<file path="src/rtl/mem_access_unit_if.sv">
// Data-memory bus between the MEM-stage access unit and the data memory.
// One outstanding request at a time; completion is signalled by a single-cycle ack.
interface mem_access_unit_if;
  logic        dmem_req;
  logic        dmem_we;
  logic [31:0] dmem_addr;
  logic [3:0]  dmem_be;
  logic [31:0] dmem_wdata;
  logic        dmem_ack;
  logic [31:0] dmem_rdata;

  modport master (
    output dmem_req, dmem_we, dmem_addr, dmem_be, dmem_wdata,
    input  dmem_ack, dmem_rdata
  );

  modport slave (
    input  dmem_req, dmem_we, dmem_addr, dmem_be, dmem_wdata,
    output dmem_ack, dmem_rdata
  );
endinterface

</file>
<file path="src/rtl/mem_access_unit.sv">
// MEM-stage load/store unit: converts the EX/MEM register contents into one data-memory
// transaction, steering byte lanes, extending loads and stalling the pipeline until done.
module mem_access_unit #(
  parameter int unsigned TIMEOUT = 255
) (
  input  logic                      clk,
  input  logic                      rst,
  input  logic                      memread_MEM,
  input  logic                      memwrite_MEM,
  input  logic [2:0]                funct3_MEM,
  input  logic [31:0]               alu_out_MEM,
  input  logic [31:0]               rs2_MEM,
  output logic                      stall_MEM,
  output logic [31:0]               load_data_MEM,
  output logic                      load_valid_MEM,
  output logic                      access_err_MEM,
  output logic                      bus_err_MEM,
  mem_access_unit_if.master         dmem
);

  typedef enum logic [1:0] {IDLE, BUSY, DONE} state_t;

  localparam logic [7:0] CNT_LAST = 8'(TIMEOUT - 1);

  state_t      state_reg, state_next;
  logic        access, misaligned, funct3_bad, access_bad;
  logic        timeout_hit;
  logic [7:0]  cnt_reg;
  logic [2:0]  funct3_reg;
  logic [1:0]  offset_reg;
  logic        is_load_reg;
  logic        req_reg, we_reg;
  logic [31:0] addr_reg, wdata_reg;
  logic [3:0]  be_reg;
  logic [31:0] load_data_reg;
  logic        load_valid_reg, access_err_reg, bus_err_reg;
  logic [31:0] wdata_next;
  logic [3:0]  be_next;
  logic [7:0]  rd_byte;
  logic [15:0] rd_half;
  logic [31:0] rd_ext;

  assign access = memread_MEM | memwrite_MEM;

  always_comb begin
    misaligned = 1'b0;
    funct3_bad = 1'b0;
    case (funct3_MEM)
      3'b000:  misaligned = 1'b0;
      3'b001:  misaligned = alu_out_MEM[0];
      3'b010:  misaligned = |alu_out_MEM[1:0];
      3'b100:  funct3_bad = memwrite_MEM;
      3'b101: begin
        funct3_bad = memwrite_MEM;
        misaligned = alu_out_MEM[0];
      end
      default: funct3_bad = 1'b1;
    endcase
  end

  assign access_bad  = misaligned | funct3_bad | (memread_MEM & memwrite_MEM);
  assign timeout_hit = (cnt_reg == CNT_LAST);

  // Per-lane store steering: byte stores replicate rs2[7:0], halves replicate rs2[15:0].
  genvar gi;
  generate
    for (gi = 0; gi < 4; gi++) begin : g_lane
      assign wdata_next[8*gi +: 8] = (funct3_MEM[1:0] == 2'b10) ? rs2_MEM[8*gi +: 8] :
                                     (funct3_MEM[1:0] == 2'b01) ? rs2_MEM[8*(gi%2) +: 8] :
                                                                  rs2_MEM[7:0];
      assign be_next[gi] = ~memwrite_MEM
                         | (funct3_MEM[1:0] == 2'b10)
                         | ((funct3_MEM[1:0] == 2'b01) & (alu_out_MEM[1] == 1'(gi/2)))
                         | ((funct3_MEM[1:0] == 2'b00) & (alu_out_MEM[1:0] == 2'(gi)));
    end
  endgenerate

  // Extraction uses the width/offset latched at request time, not the live inputs.
  assign rd_byte = dmem.dmem_rdata[{offset_reg, 3'b000} +: 8];
  assign rd_half = dmem.dmem_rdata[{offset_reg[1], 4'b0000} +: 16];

  always_comb begin
    case (funct3_reg)
      3'b000:  rd_ext = {{24{rd_byte[7]}}, rd_byte};
      3'b001:  rd_ext = {{16{rd_half[15]}}, rd_half};
      3'b100:  rd_ext = {24'h0, rd_byte};
      3'b101:  rd_ext = {16'h0, rd_half};
      default: rd_ext = dmem.dmem_rdata;
    endcase
  end

  always_ff @(posedge clk or posedge rst) begin
    if (rst) state_reg <= IDLE;
    else     state_reg <= state_next;
  end

  always_comb begin
    state_next = state_reg;
    case (state_reg)
      IDLE:    if (access) state_next = access_bad ? DONE : BUSY;
      BUSY:    if (dmem.dmem_ack || timeout_hit) state_next = DONE;
      DONE:    state_next = IDLE;
      default: state_next = IDLE;
    endcase
  end

  always_comb begin
    stall_MEM = access & (state_reg != DONE);
  end

  always_ff @(posedge clk or posedge rst) begin
    if (rst) begin
      cnt_reg        <= 8'd0;
      funct3_reg     <= 3'd0;
      offset_reg     <= 2'd0;
      is_load_reg    <= 1'b0;
      req_reg        <= 1'b0;
      we_reg         <= 1'b0;
      addr_reg       <= 32'd0;
      be_reg         <= 4'd0;
      wdata_reg      <= 32'd0;
      load_data_reg  <= 32'd0;
      load_valid_reg <= 1'b0;
      access_err_reg <= 1'b0;
      bus_err_reg    <= 1'b0;
    end else begin
      load_valid_reg <= 1'b0;
      access_err_reg <= 1'b0;
      bus_err_reg    <= 1'b0;
      case (state_reg)
        IDLE: begin
          if (access && access_bad) begin
            access_err_reg <= 1'b1;
          end else if (access) begin
            req_reg     <= 1'b1;
            we_reg      <= memwrite_MEM;
            addr_reg    <= {alu_out_MEM[31:2], 2'b00};
            be_reg      <= be_next;
            wdata_reg   <= memwrite_MEM ? wdata_next : 32'd0;
            funct3_reg  <= funct3_MEM;
            offset_reg  <= alu_out_MEM[1:0];
            is_load_reg <= memread_MEM;
            cnt_reg     <= 8'd0;
          end
        end
        BUSY: begin
          cnt_reg <= cnt_reg + 8'd1;
          if (dmem.dmem_ack) begin
            req_reg        <= 1'b0;
            load_data_reg  <= rd_ext;
            load_valid_reg <= is_load_reg;
          end else if (timeout_hit) begin
            req_reg       <= 1'b0;
            bus_err_reg   <= 1'b1;
            load_data_reg <= 32'd0;
          end
        end
        default: ;
      endcase
    end
  end

  assign dmem.dmem_req   = req_reg;
  assign dmem.dmem_we    = we_reg;
  assign dmem.dmem_addr  = addr_reg;
  assign dmem.dmem_be    = be_reg;
  assign dmem.dmem_wdata = wdata_reg;

  assign load_data_MEM  = load_data_reg;
  assign load_valid_MEM = load_valid_reg;
  assign access_err_MEM = access_err_reg;
  assign bus_err_MEM    = bus_err_reg;

endmodule
</file>
<file path="src/flat_wrapper.sv">
// flat-port wrapper written by rule: the top's interface ports become plain ports
module mem_access_unit_flat 
#(
  parameter int unsigned TIMEOUT = 255
)
  (clk, rst, memread_MEM, memwrite_MEM, funct3_MEM, alu_out_MEM, rs2_MEM, stall_MEM, load_data_MEM, load_valid_MEM, access_err_MEM, bus_err_MEM, dmem_dmem_req, dmem_dmem_we, dmem_dmem_addr, dmem_dmem_be, dmem_dmem_wdata, dmem_dmem_ack, dmem_dmem_rdata);
  mem_access_unit_if dmem_i ();
  input  logic clk;
  input  logic rst;
  input  logic memread_MEM;
  input  logic memwrite_MEM;
  input  logic [2:0] funct3_MEM;
  input  logic [31:0] alu_out_MEM;
  input  logic [31:0] rs2_MEM;
  output logic stall_MEM;
  output logic [31:0] load_data_MEM;
  output logic load_valid_MEM;
  output logic access_err_MEM;
  output logic bus_err_MEM;
  output wire logic [$bits(dmem_i.dmem_req)-1:0] dmem_dmem_req;
  output wire logic [$bits(dmem_i.dmem_we)-1:0] dmem_dmem_we;
  output wire logic [$bits(dmem_i.dmem_addr)-1:0] dmem_dmem_addr;
  output wire logic [$bits(dmem_i.dmem_be)-1:0] dmem_dmem_be;
  output wire logic [$bits(dmem_i.dmem_wdata)-1:0] dmem_dmem_wdata;
  input wire logic [$bits(dmem_i.dmem_ack)-1:0] dmem_dmem_ack;
  input wire logic [$bits(dmem_i.dmem_rdata)-1:0] dmem_dmem_rdata;
  assign dmem_dmem_req = dmem_i.dmem_req;
  assign dmem_dmem_we = dmem_i.dmem_we;
  assign dmem_dmem_addr = dmem_i.dmem_addr;
  assign dmem_dmem_be = dmem_i.dmem_be;
  assign dmem_dmem_wdata = dmem_i.dmem_wdata;
  assign dmem_i.dmem_ack = dmem_dmem_ack;
  assign dmem_i.dmem_rdata = dmem_dmem_rdata;
  mem_access_unit #(.TIMEOUT(TIMEOUT)) u_core (.clk(clk), .rst(rst), .memread_MEM(memread_MEM), .memwrite_MEM(memwrite_MEM), .funct3_MEM(funct3_MEM), .alu_out_MEM(alu_out_MEM), .rs2_MEM(rs2_MEM), .stall_MEM(stall_MEM), .load_data_MEM(load_data_MEM), .load_valid_MEM(load_valid_MEM), .access_err_MEM(access_err_MEM), .bus_err_MEM(bus_err_MEM), .dmem(dmem_i));
endmodule
</file>
<file path="config.mk">
export PLATFORM = sky130hd
export DESIGN_NAME = mem_access_unit_flat
export DESIGN_NICKNAME = d
export VERILOG_FILES = /design/src/rtl/mem_access_unit_if.sv /design/src/rtl/mem_access_unit.sv /design/src/flat_wrapper.sv
export SDC_FILE = /design/constraint.sdc
export NUM_CORES = 1
export LEC_CHECK = 0
export CAP_MARGIN = 5
export CORE_ASPECT_RATIO = 0.7
export CORE_MARGIN = 1
export CORE_UTILIZATION = 48
export DETAILED_ROUTE_END_ITERATION = 12
export PLACE_DENSITY_LB_ADDON = 0.25
export SLEW_MARGIN = 40
export SYNTH_ARGS = -nofsm -noshare
export SYNTH_HDL_FRONTEND = slang
export SYNTH_SLANG_ARGS = --single-unit
export TNS_END_PERCENT = 50
</file>
<file path="constraint.sdc">
create_clock -name clk -period 6.2 [get_ports clk]
set_input_delay 1.55 -clock clk [delete_from_list [all_inputs] [get_ports clk]]
set_output_delay 1.55 -clock clk [all_outputs]
set_load 0.005 [all_outputs]
</file>
Word-level counts from Yosys, hierarchy flattened
Index checks and enable logic that the tools add are counted.
Storage, ports and cells
  register bits after elaboration: 119
  output and inout bits: 106
  logic and storage cells: 104
Operators by class
  add/subtract/negate cells: 1
  eq/ne operators: 19
  shift-type cells: 2
  multiplexer cells: 29
  bitwise logic cells: 21
  reductions and logical operators: 18
Operators by type and width (number)
  32-bit one-hot mux with 4 select lines: 1
  32-bit two-way mux: 3
  8-bit two-way mux: 6
  32-bit by 6-bit variable part select with 16-bit output: 1
  32-bit by 6-bit variable part select with 8-bit output: 1
  8-bit one-hot mux with 2 select lines: 1
  3-bit equality test, second input constant: 4
  1-bit two-way mux: 11
  1-bit bitwise OR: 10
  8-bit by 1-bit adder with 8-bit output, second input constant: 1
  1-bit bitwise AND: 8
  8-bit equality test, second input constant: 1
  2-bit by 1-bit equality test with 1-bit output, second input constant: 3
  2-bit equality test, second input constant: 3
  3-bit by 1-bit equality test with 1-bit output, second input constant: 2
  2-bit logical NOT: 3
  3-bit logical NOT: 2
  2-bit two-way mux: 3
  1-bit one-hot mux with 2 select lines: 3
  3-bit AND reduction: 2
  2-bit OR reduction: 3
  2-bit by 1-bit inequality test with 1-bit output, second input constant: 2
  2-bit inequality test, second input constant: 2
  2-bit one-hot mux with 2 select lines: 1
  9 further kinds: 13

Longest topological paths before layout
Gate-level depths: netlist of run 1.
  depth after elaboration: 8
  mapped depth: 7
  gate-level depth less buffers: 6

Least setup slack after synthesis of run 1
Ideal clock, no wire load.
  path type: in2out
  from: input port memwrite_MEM
  to: output port stall_MEM
  arrival: 2.007 ns
  path slack: 2.643 ns
  cell stages on the path: 3
  buffers on the path: 1
  cells stage by stage: clkbuf_1 > nor2_1 > a21oi_1
On the way
  word-level cells in the longest chain between the ends: 2
RTL lines
  start, declared: line flat_wrapper.sv:11  | input logic memwrite_MEM;
  1-bit bitwise OR: line mem_access_unit.sv:43  | assign access = memread_MEM | memwrite_MEM;
  1-bit bitwise AND: line mem_access_unit.sv:108  | stall_MEM = access & (state_reg != DONE);
  end, declared: line flat_wrapper.sv:15  | output logic stall_MEM;
Every way passes these cells.

Worst setup path after layout of run 1
Ends and elaborated chain as after synthesis.

==> results of run 1 <==
## report_power, final
| group | internal, µW | switching [µW] |
|---|---|---|
| Sequential | 1100 | 258 |
| Combinational | 828 | 477 |
| Clock | 557 | 350 |
## logic make-up after synthesis
family                   Yosys count
flip-flops                       119
AND/OR/NAND/NOR                  130
AO/OA/AOI/OAI                    127
multiplexers                      65
buffers and inverters             47
adder cells (fa/ha/maj)            2
XOR/XNOR                           1
other                              1
## worst max-delay path, delay by kind of cell
kind            cells  cell delay, ps
simple gates        1             100
buf+inv             2            1350
compound gates      1             130
## cell type report
| type | count | area (µm²) |
|---|---|---|
| Clock inverter | 12 | 105 |
| Clock buffer | 19 | 443 |
| Fill cell | 773 | 2870 |
| Multi-Input combinational cell | 327 | 2330 |
| Sequential cell | 119 | 2980 |
| Tap cell | 153 | 191 |
| Inverter | 12 | 50.0 |
| Timing Repair Buffer | 212 | 2120 |
## per-stage QoR
step	hold slack, ps	setup slack [ps]	std cells	instance area (µm²)	power, µW
after CTS	489	1520	853	8220	3600
after floorplan	473	1490	493	5520	1830
after global routing	500	1430	854	8220	3780
after global placement	464	1560	822	7660	2610
after detailed placement	475	1540	822	7670	2660
final	482	1520	854	8220	3570
## per-layer routing
metal,wire [µm],global-route usage
met1,6860,0.387
met2,7490,0.421
met3,1130,0.0788
met4,286,0.0901
met5,0,0
## layout by cell type (no fill, tap or decap), drive strengths merged, types with 6 or more instances in the layout
cell type	n
a21oi	10
a221o	17
a22o	8
a32o	8
buf	6
clkbuf	19
clkdlybuf4s50	206
dfrtp	119
inv	13
mux2	41
mux2i	23
nand2	59
nand2b	14
nor2	31
o211ai	9
o21ai	39
o221ai	8
o2bb2ai	7
## how the worst min path moves through the flow
| stage | start | end | slack [ps] |
|---|---|---|---|
| 3_5_place_dp | u_core.load_data_MEM[5] | u_core.load_data_MEM[5] | 480 |
| 4_1_cts | u_core.dmem.dmem_be[3] | u_core.dmem.dmem_be[3] | 490 |
| 3_3_place_gp | u_core.dmem.dmem_be[3] | u_core.dmem.dmem_be[3] | 460 |
| 2_1_floorplan | u_core.dmem.dmem_be[0] | u_core.dmem.dmem_be[0] | 470 |
| 5_1_grt | u_core.dmem.dmem_addr[16] | u_core.dmem.dmem_addr[16] | 500 |
| 6_report | u_core.dmem.dmem_wdata[19] | u_core.dmem.dmem_wdata[19] | 480 |
==> key figures, run 1 <==
Clock tree
  – Cell at the root of the clock tree: sky130_fd_sc_hd__clkbuf_16
  – Number of buffers inserted by post-CTS setup repair: 0
  – Clock insertion delay at the later pin of the skew report: 410 ps
  – Clock sink count: 119
  – CTS tree: yes
  – Htree depth: 4
  – Cts hold-fix bufs: 0
  – Clock Path Buffers: 2
  – Clock transition time at the flip-flop clock pins of the worst setup and hold paths: 60 ps
  – Post-cts repair resize count: 0
  – Number of buffers inserted during clock tree synthesis: 17

Route
  – Number of DRC violations after detailed routing: 0
  – Antenna viol nets, final: 0
  – Via-to-Cell Ratio: 5.58
  – Total Wirelength: 15.8 mm
  – Vias after detailed routing: 4767
  – Iteration-0 DRC count of the detailed router: 299
  – Wire length per cell after detailed routing: 18.5 µm
  – Router iterations before antenna repair: 5

Critical path
  – Critical-path maximum fanout: 13
  – Setup CP Type: in -> out
  – Endpoint required time on the critical path: 4650 ps
  – Crit path launch: memwrite_MEM
  – Crit-path most repeated cell: sky130_fd_sc_hd__clkdlybuf4s50_1
  – CP peak stage delay: 830 ps
  – Critical path endpoint: stall_MEM
  – Cell depth of the worst flop-to-flop path: 4
  – Startpoint class of the critical path: primary input
  – Critical Path, Cell by Cell: clkdlybuf4s50_1 > nor2_1 > a21oi_1 > clkdlybuf4s50_1
  – Library cell contributing the largest single delay on the critical path: sky130_fd_sc_hd__clkdlybuf4s50_1
  – Launch instance of the worst register-to-register path: u_core.state_reg[1]
  – Worst reg-to-reg setup slack: 3730 ps
  – Arr. time, crit path: 3130 ps
  – Worst reg2reg path endpoint: u_core.load_data_MEM[30]
  – Crit end category: output port

Power
  – Leakage power summed over all cells: 0.00352 µW
  – IR Drop Worst-Case VDD: 0.261 mV
  – Total power divided by cell area: 435 nW/µm²

Synth
  – Post-synthesis adder-cell area fraction: 0.00454
  – Number of flops mapped to enable cells by yosys: 0
  – Synthesized area per cell: 11.2 µm²
  – Warnings, synthesis: 0
  – Seq cells post-synth: 119
  – Gate Count Post-Synth: 492
  – Share of the synthesized area in compound gates (AO/OA/AOI/OAI): 0.174
  – Fraction of post-synthesis cell area in the top cell type by area: 0.540
  – Commonest cells post-synth: sky130_fd_sc_hd__dfrtp_1 (119), sky130_fd_sc_hd__nand2_1 (59), sky130_fd_sc_hd__mux2_1 (34)
  – Post-Synth Simple-Gate Area: 0.110
  – Async set-or-reset flop fraction in the synthesized netlist: 1.00
  – Share of the yosys chip area belonging to registers: 0.540
  – Post-Synthesis Cell Area: 5520 µm²
  – Combinational family with the most area after synthesis: compound AO/OA/AOI/OAI gates
  – Leading post-synthesis cells by cell area: sky130_fd_sc_hd__dfrtp_1 (54%), sky130_fd_sc_hd__mux2_1 (6.9%), sky130_fd_sc_hd__mux2i_1 (4.2%), sky130_fd_sc_hd__nand2_1 (4.0%), sky130_fd_sc_hd__a221o_1 (3.1%)
  – Top flip-flop cell by instance count after synthesis: sky130_fd_sc_hd__dfrtp_1
  – Post-synth cell types: 54
  – Cell taking the most area after synthesis: sky130_fd_sc_hd__dfrtp_1
  – Xor and xnor fraction of the mapped netlist area: 0.00159
  – Cell with the most instances after synthesis: sky130_fd_sc_hd__dfrtp_1
  – Share of cell area taken by muxes after synthesis: 0.130

STA
  – Transition time at the pin with the least slew margin: 802 ps
  – RSZ-0062 raised after global routing: false
  – Hold Vio Cnt, Final: 0
  – Max-slew violation count: 0
  – Headroom to the max-slew limit: 0.465
  – Final period demand of the worst path: 4680 ps
  – Setup_tns: 0 ps
  – Maximum clock rate: 0.214 GHz
  – Fraction of the cycle the final worst path needs: 0.754
  – Final setup fails: 0
  – Worst clock skew: 8.60 ps

Finish
  – Number of nets in the layout: 795
  – Area growth from synthesis to final layout: 49.1%
  – Ratio of cells with drive above 1 in the final layout: 0.0785
  – Core occupancy in the finished layout: 0.741
  – Inserted Diodes: 0

Floorplan
  – Number of core rows: 32
  – Floorplan die area: 11900 µm²
  – Die span in y: 91.7 µm
  – Starting Density: 0.497
  – Die Span X: 130 µm
  – Ports placed on the boundary: 210
  – Placeable core region: 11100 µm²

GRT
  – Initial antenna violation count: 0
  – Pin count of the biggest net entering global routing: 74
  – Wire length of the first global-routing pass: 25.0 mm
  – Global router's overall resource usage: 0.279
  – Global-route congestion overflow total: 0
  – Vias in the first global route: 4784

Min path
  – Hold path cells: 2
  – Worst hold path type: reg -> reg

Placed design
  – Routability congestion estimate from global placement: 0.841
  – Number of buffers added on ports: 207
  – Detail Placement HPWL: 11.0 mm

Flow run
  – Max-cap violations: 0

Outcome
  – Result of the run: finished, final reports clean
Note: power is estimated with default switching activity, not from simulation.
==> run 2: changes to the inputs <==
--- a/config.mk
+++ b/config.mk
@@ -8,7 +8,7 @@
 export CAP_MARGIN = 5
 export CORE_ASPECT_RATIO = 0.7
 export CORE_MARGIN = 1
-export CORE_UTILIZATION = 48
+export CORE_UTILIZATION = 40
 export DETAILED_ROUTE_END_ITERATION = 12
 export PLACE_DENSITY_LB_ADDON = 0.25
 export SLEW_MARGIN = 40
==> constraint.sdc (replaced) <==
create_clock -name clk -period 4.16 [get_ports clk]
set_input_delay 1.04 -clock clk [delete_from_list [all_inputs] [get_ports clk]]
set_output_delay 1.04 -clock clk [all_outputs]
set_load 0.005 [all_outputs]
==> run 2 against run 1 <==
Net effect:
- sequential share of layout area down 0.78 points
- clock skew up 1.2 ps
- worst hold slack worse by 4.8 ps
- largest power group unchanged
- total power up 52%
- count of clock-buffer cells in the layout up 2
- wire length down 3.2%
- non-clock buffer count up 8
==> key figures, run 2 (synthesis results as in run 1) <==
GRT
  – Pin count of the biggest net entering global routing: 59 (-20%)
  – Vias in the first global route: 4704 (-1.7%)
  – Initial antenna violation count: 0 (unchanged)
  – Wire length of the first global-routing pass: 24.5 mm (-2.3%)
  – Global-route congestion overflow total: 0 (unchanged)
  – Global router's overall resource usage: 0.224 (-0.0548)

Floorplan
  – Floorplan die area: 14300 µm² (+20%)
  – Number of core rows: 35 (+9.4%)
  – Die Span X: 142 µm (+9.4%)
  – Placeable core region: 13300 µm² (+20%)
  – Die span in y: 100 µm (+9.3%)
  – Starting Density: 0.414 (-0.0830)
  – Ports placed on the boundary: 210 (unchanged)

Placed design
  – Routability congestion estimate from global placement: 0.827 (-1.7%)
  – Number of buffers added on ports: 207 (unchanged)
  – Setup WS pre-CTS: 770 ps (-773 ps)
  – Detail Placement HPWL: 11.1 mm (+0.30%)

Finish
  – Most common library cell in the layout ignoring fill and taps: sky130_fd_sc_hd__clkdlybuf4s50_1
  – Leading cell types in the layout, fill and taps excluded: sky130_fd_sc_hd__clkdlybuf4s50_1 (207), sky130_fd_sc_hd__dfrtp_1 (119), sky130_fd_sc_hd__nand2_1 (59)
  – Area growth from synthesis to final layout: 52.3%
  – Core occupancy in the finished layout: 0.631 (-0.110)
  – Number of nets in the layout: 803 (+1.0%)
  – Inserted Diodes: 0 (unchanged)
  – Ratio of cells with drive above 1 in the final layout: 0.0862 (+0.00770)

Critical path
  – Setup CP Type: in -> out
  – Endpoint required time on the critical path: 3120 ps (-1530 ps)
  – Startpoint class of the critical path: primary input
  – Crit-path most repeated cell: sky130_fd_sc_hd__clkdlybuf4s50_1
  – Crit end category: output port
  – CP peak stage delay: 610 ps (-220 ps)
  – Library cell contributing the largest single delay on the critical path: sky130_fd_sc_hd__clkdlybuf4s50_1
  – Critical-path maximum fanout: 6 (-7)
  – Arr. time, crit path: 2370 ps (-760 ps)
  – Critical Path, Cell by Cell: clkdlybuf4s50_1 > nor2_1 > a21oi_1 > clkdlybuf4s50_1

Min path
  – Worst hold path type: reg -> reg

STA
  – Fraction of the cycle the final worst path needs: 0.820
  – RSZ-0062 raised after global routing: false
  – Worst clock skew: 9.78 ps (+1.18 ps)
  – Hold slack: 477 ps (-4.75 ps)
  – Transition time at the pin with the least slew margin: 782 ps (-20.0 ps)
  – Slack of the critical path: 748 ps (-775 ps)
  – Final setup fails: 0 (unchanged)
  – Maximum clock rate: 0.293 GHz
  – Max-slew violation count: 0 (unchanged)
  – Headroom to the max-slew limit: 0.478 (+0.0133)
  – Hold Vio Cnt, Final: 0 (unchanged)
  – Final period demand of the worst path: 3410 ps
  – Setup_tns: 0 ps (unchanged)

Route
  – Met3 wirelength from detailed routing: 1.22 mm (+7.7%)
  – Antenna viol nets, final: 0 (unchanged)
  – Iteration-0 DRC count of the detailed router: 258 (-14%)
  – Number of DRC violations after detailed routing: 0 (unchanged)
  – Vias after detailed routing: 4684 (-1.7%)
  – Router iterations before antenna repair: 4 (-1)
  – Via-to-Cell Ratio: 5.25 (-6.0%)
  – Wire length per cell after detailed routing: 17.1 µm (-7.4%)
  – Met2 routed WL: 7.08 mm (-5.5%)
  – M1 WL: 6.86 mm (about the same)
  – Highest signal layer in the routed design: met4
  – Total Wirelength: 15.3 mm (-3.2%)

Clock tree
  – Number of buffers inserted during clock tree synthesis: 17 (unchanged)
  – CTS tree: yes
  – Clock sink count: 119 (unchanged)
  – Cell at the root of the clock tree: sky130_fd_sc_hd__clkbuf_16
  – Cts hold-fix bufs: 0 (unchanged)
  – Clock Path Buffers: 2 (unchanged)
  – Number of buffers inserted by post-CTS setup repair: 0 (unchanged)
  – Htree depth: 4 (unchanged)
  – Clock insertion delay at the later pin of the skew report: 400 ps (about the same)
  – Post-cts repair resize count: 0 (unchanged)
  – Clock transition time at the flip-flop clock pins of the worst setup and hold paths: 50 ps (about the same)

Power
  – Cell Int Power: 3870 µW (+55%)
  – Portion of total power attributed to combinational logic: 0.356 (-0.009)
  – Power spent charging and discharging nets: 1560 µW (+43%)
  – Power Total: 5420 µW (+52%)
  – Total power divided by cell area: 645 nW/µm² (+48%)
  – Flop pwr share: 0.371 (-0.010)
  – Switching share of total power: 0.287 (-0.0166)
  – Clock network fraction of total power: 0.272 (+0.018)
  – Leakage power summed over all cells: 0.00360 µW (+2.2%)
  – IR Drop Worst-Case VDD: 0.347 mV (+33%)

Outcome
  – Result of the run: finished, final reports clean

Flow run
  – Max-cap violations: 0 (unchanged)
[run 2: metal layers]
metal  track usage  up-vias
met5             0        -
met4        0.0711        0
met3        0.0649        9
met2         0.351      184
met1         0.300     2295
li1              -     2196
[run 2: power by group through the flow]
stage          combinational [µW]  clock [µW]  sequential, µW
2_1_floorplan                 767           0            1970
3_3_place_gp                 1900           0            2000
3_5_place_dp                 1950           0            2020
4_1_cts                      1950        1510            2010
5_1_grt                      2100        1560            2080
6_report                     1930        1480            2010
[run 2: final cells by class]
type                       instances  area [µm²]
fill                            1088        4910
sequential                       119        2980
multi-input combinational        327        2330
timing repair buffer             220        2210
clock buffer                      21         470
tap                              185         231
clock inverter                     9         125
inverter                          12        48.8
[run 2: through the flow]
| step | instance area [µm²] | std cells |
|---|---|---|
| 6_report | 8400 | 893 |
| 5_1_grt | 8400 | 893 |
| 4_1_cts | 8380 | 892 |
| 3_5_place_dp | 7780 | 862 |
| 3_3_place_gp | 7780 | 862 |
| 2_1_floorplan | 5520 | 493 |
[run 2: worst paths after layout]
path,from,to,slack [ps],cells after the start
worst max-delay path,memread_MEM,stall_MEM,750,4
worst min register to register,u_core.dmem.dmem_be[3],u_core.dmem.dmem_be[3],480,1
max in group asynchronous,rst,u_core.funct3_reg[1],2360,4
min in group asynchronous,rst,u_core.dmem.dmem_addr[6],950,2
worst min-delay path,u_core.dmem.dmem_be[3],u_core.dmem.dmem_be[3],480,1
worst max register to register,u_core.offset_reg[1],u_core.load_data_MEM[15],1980,4
[run 2: critical path, delay by kind of cell]
kind,cells,cell delay [ps]
and+or+nand+nor,1,70
AOI/OAI and AO/OA,1,140
buffers and inverters,2,1130
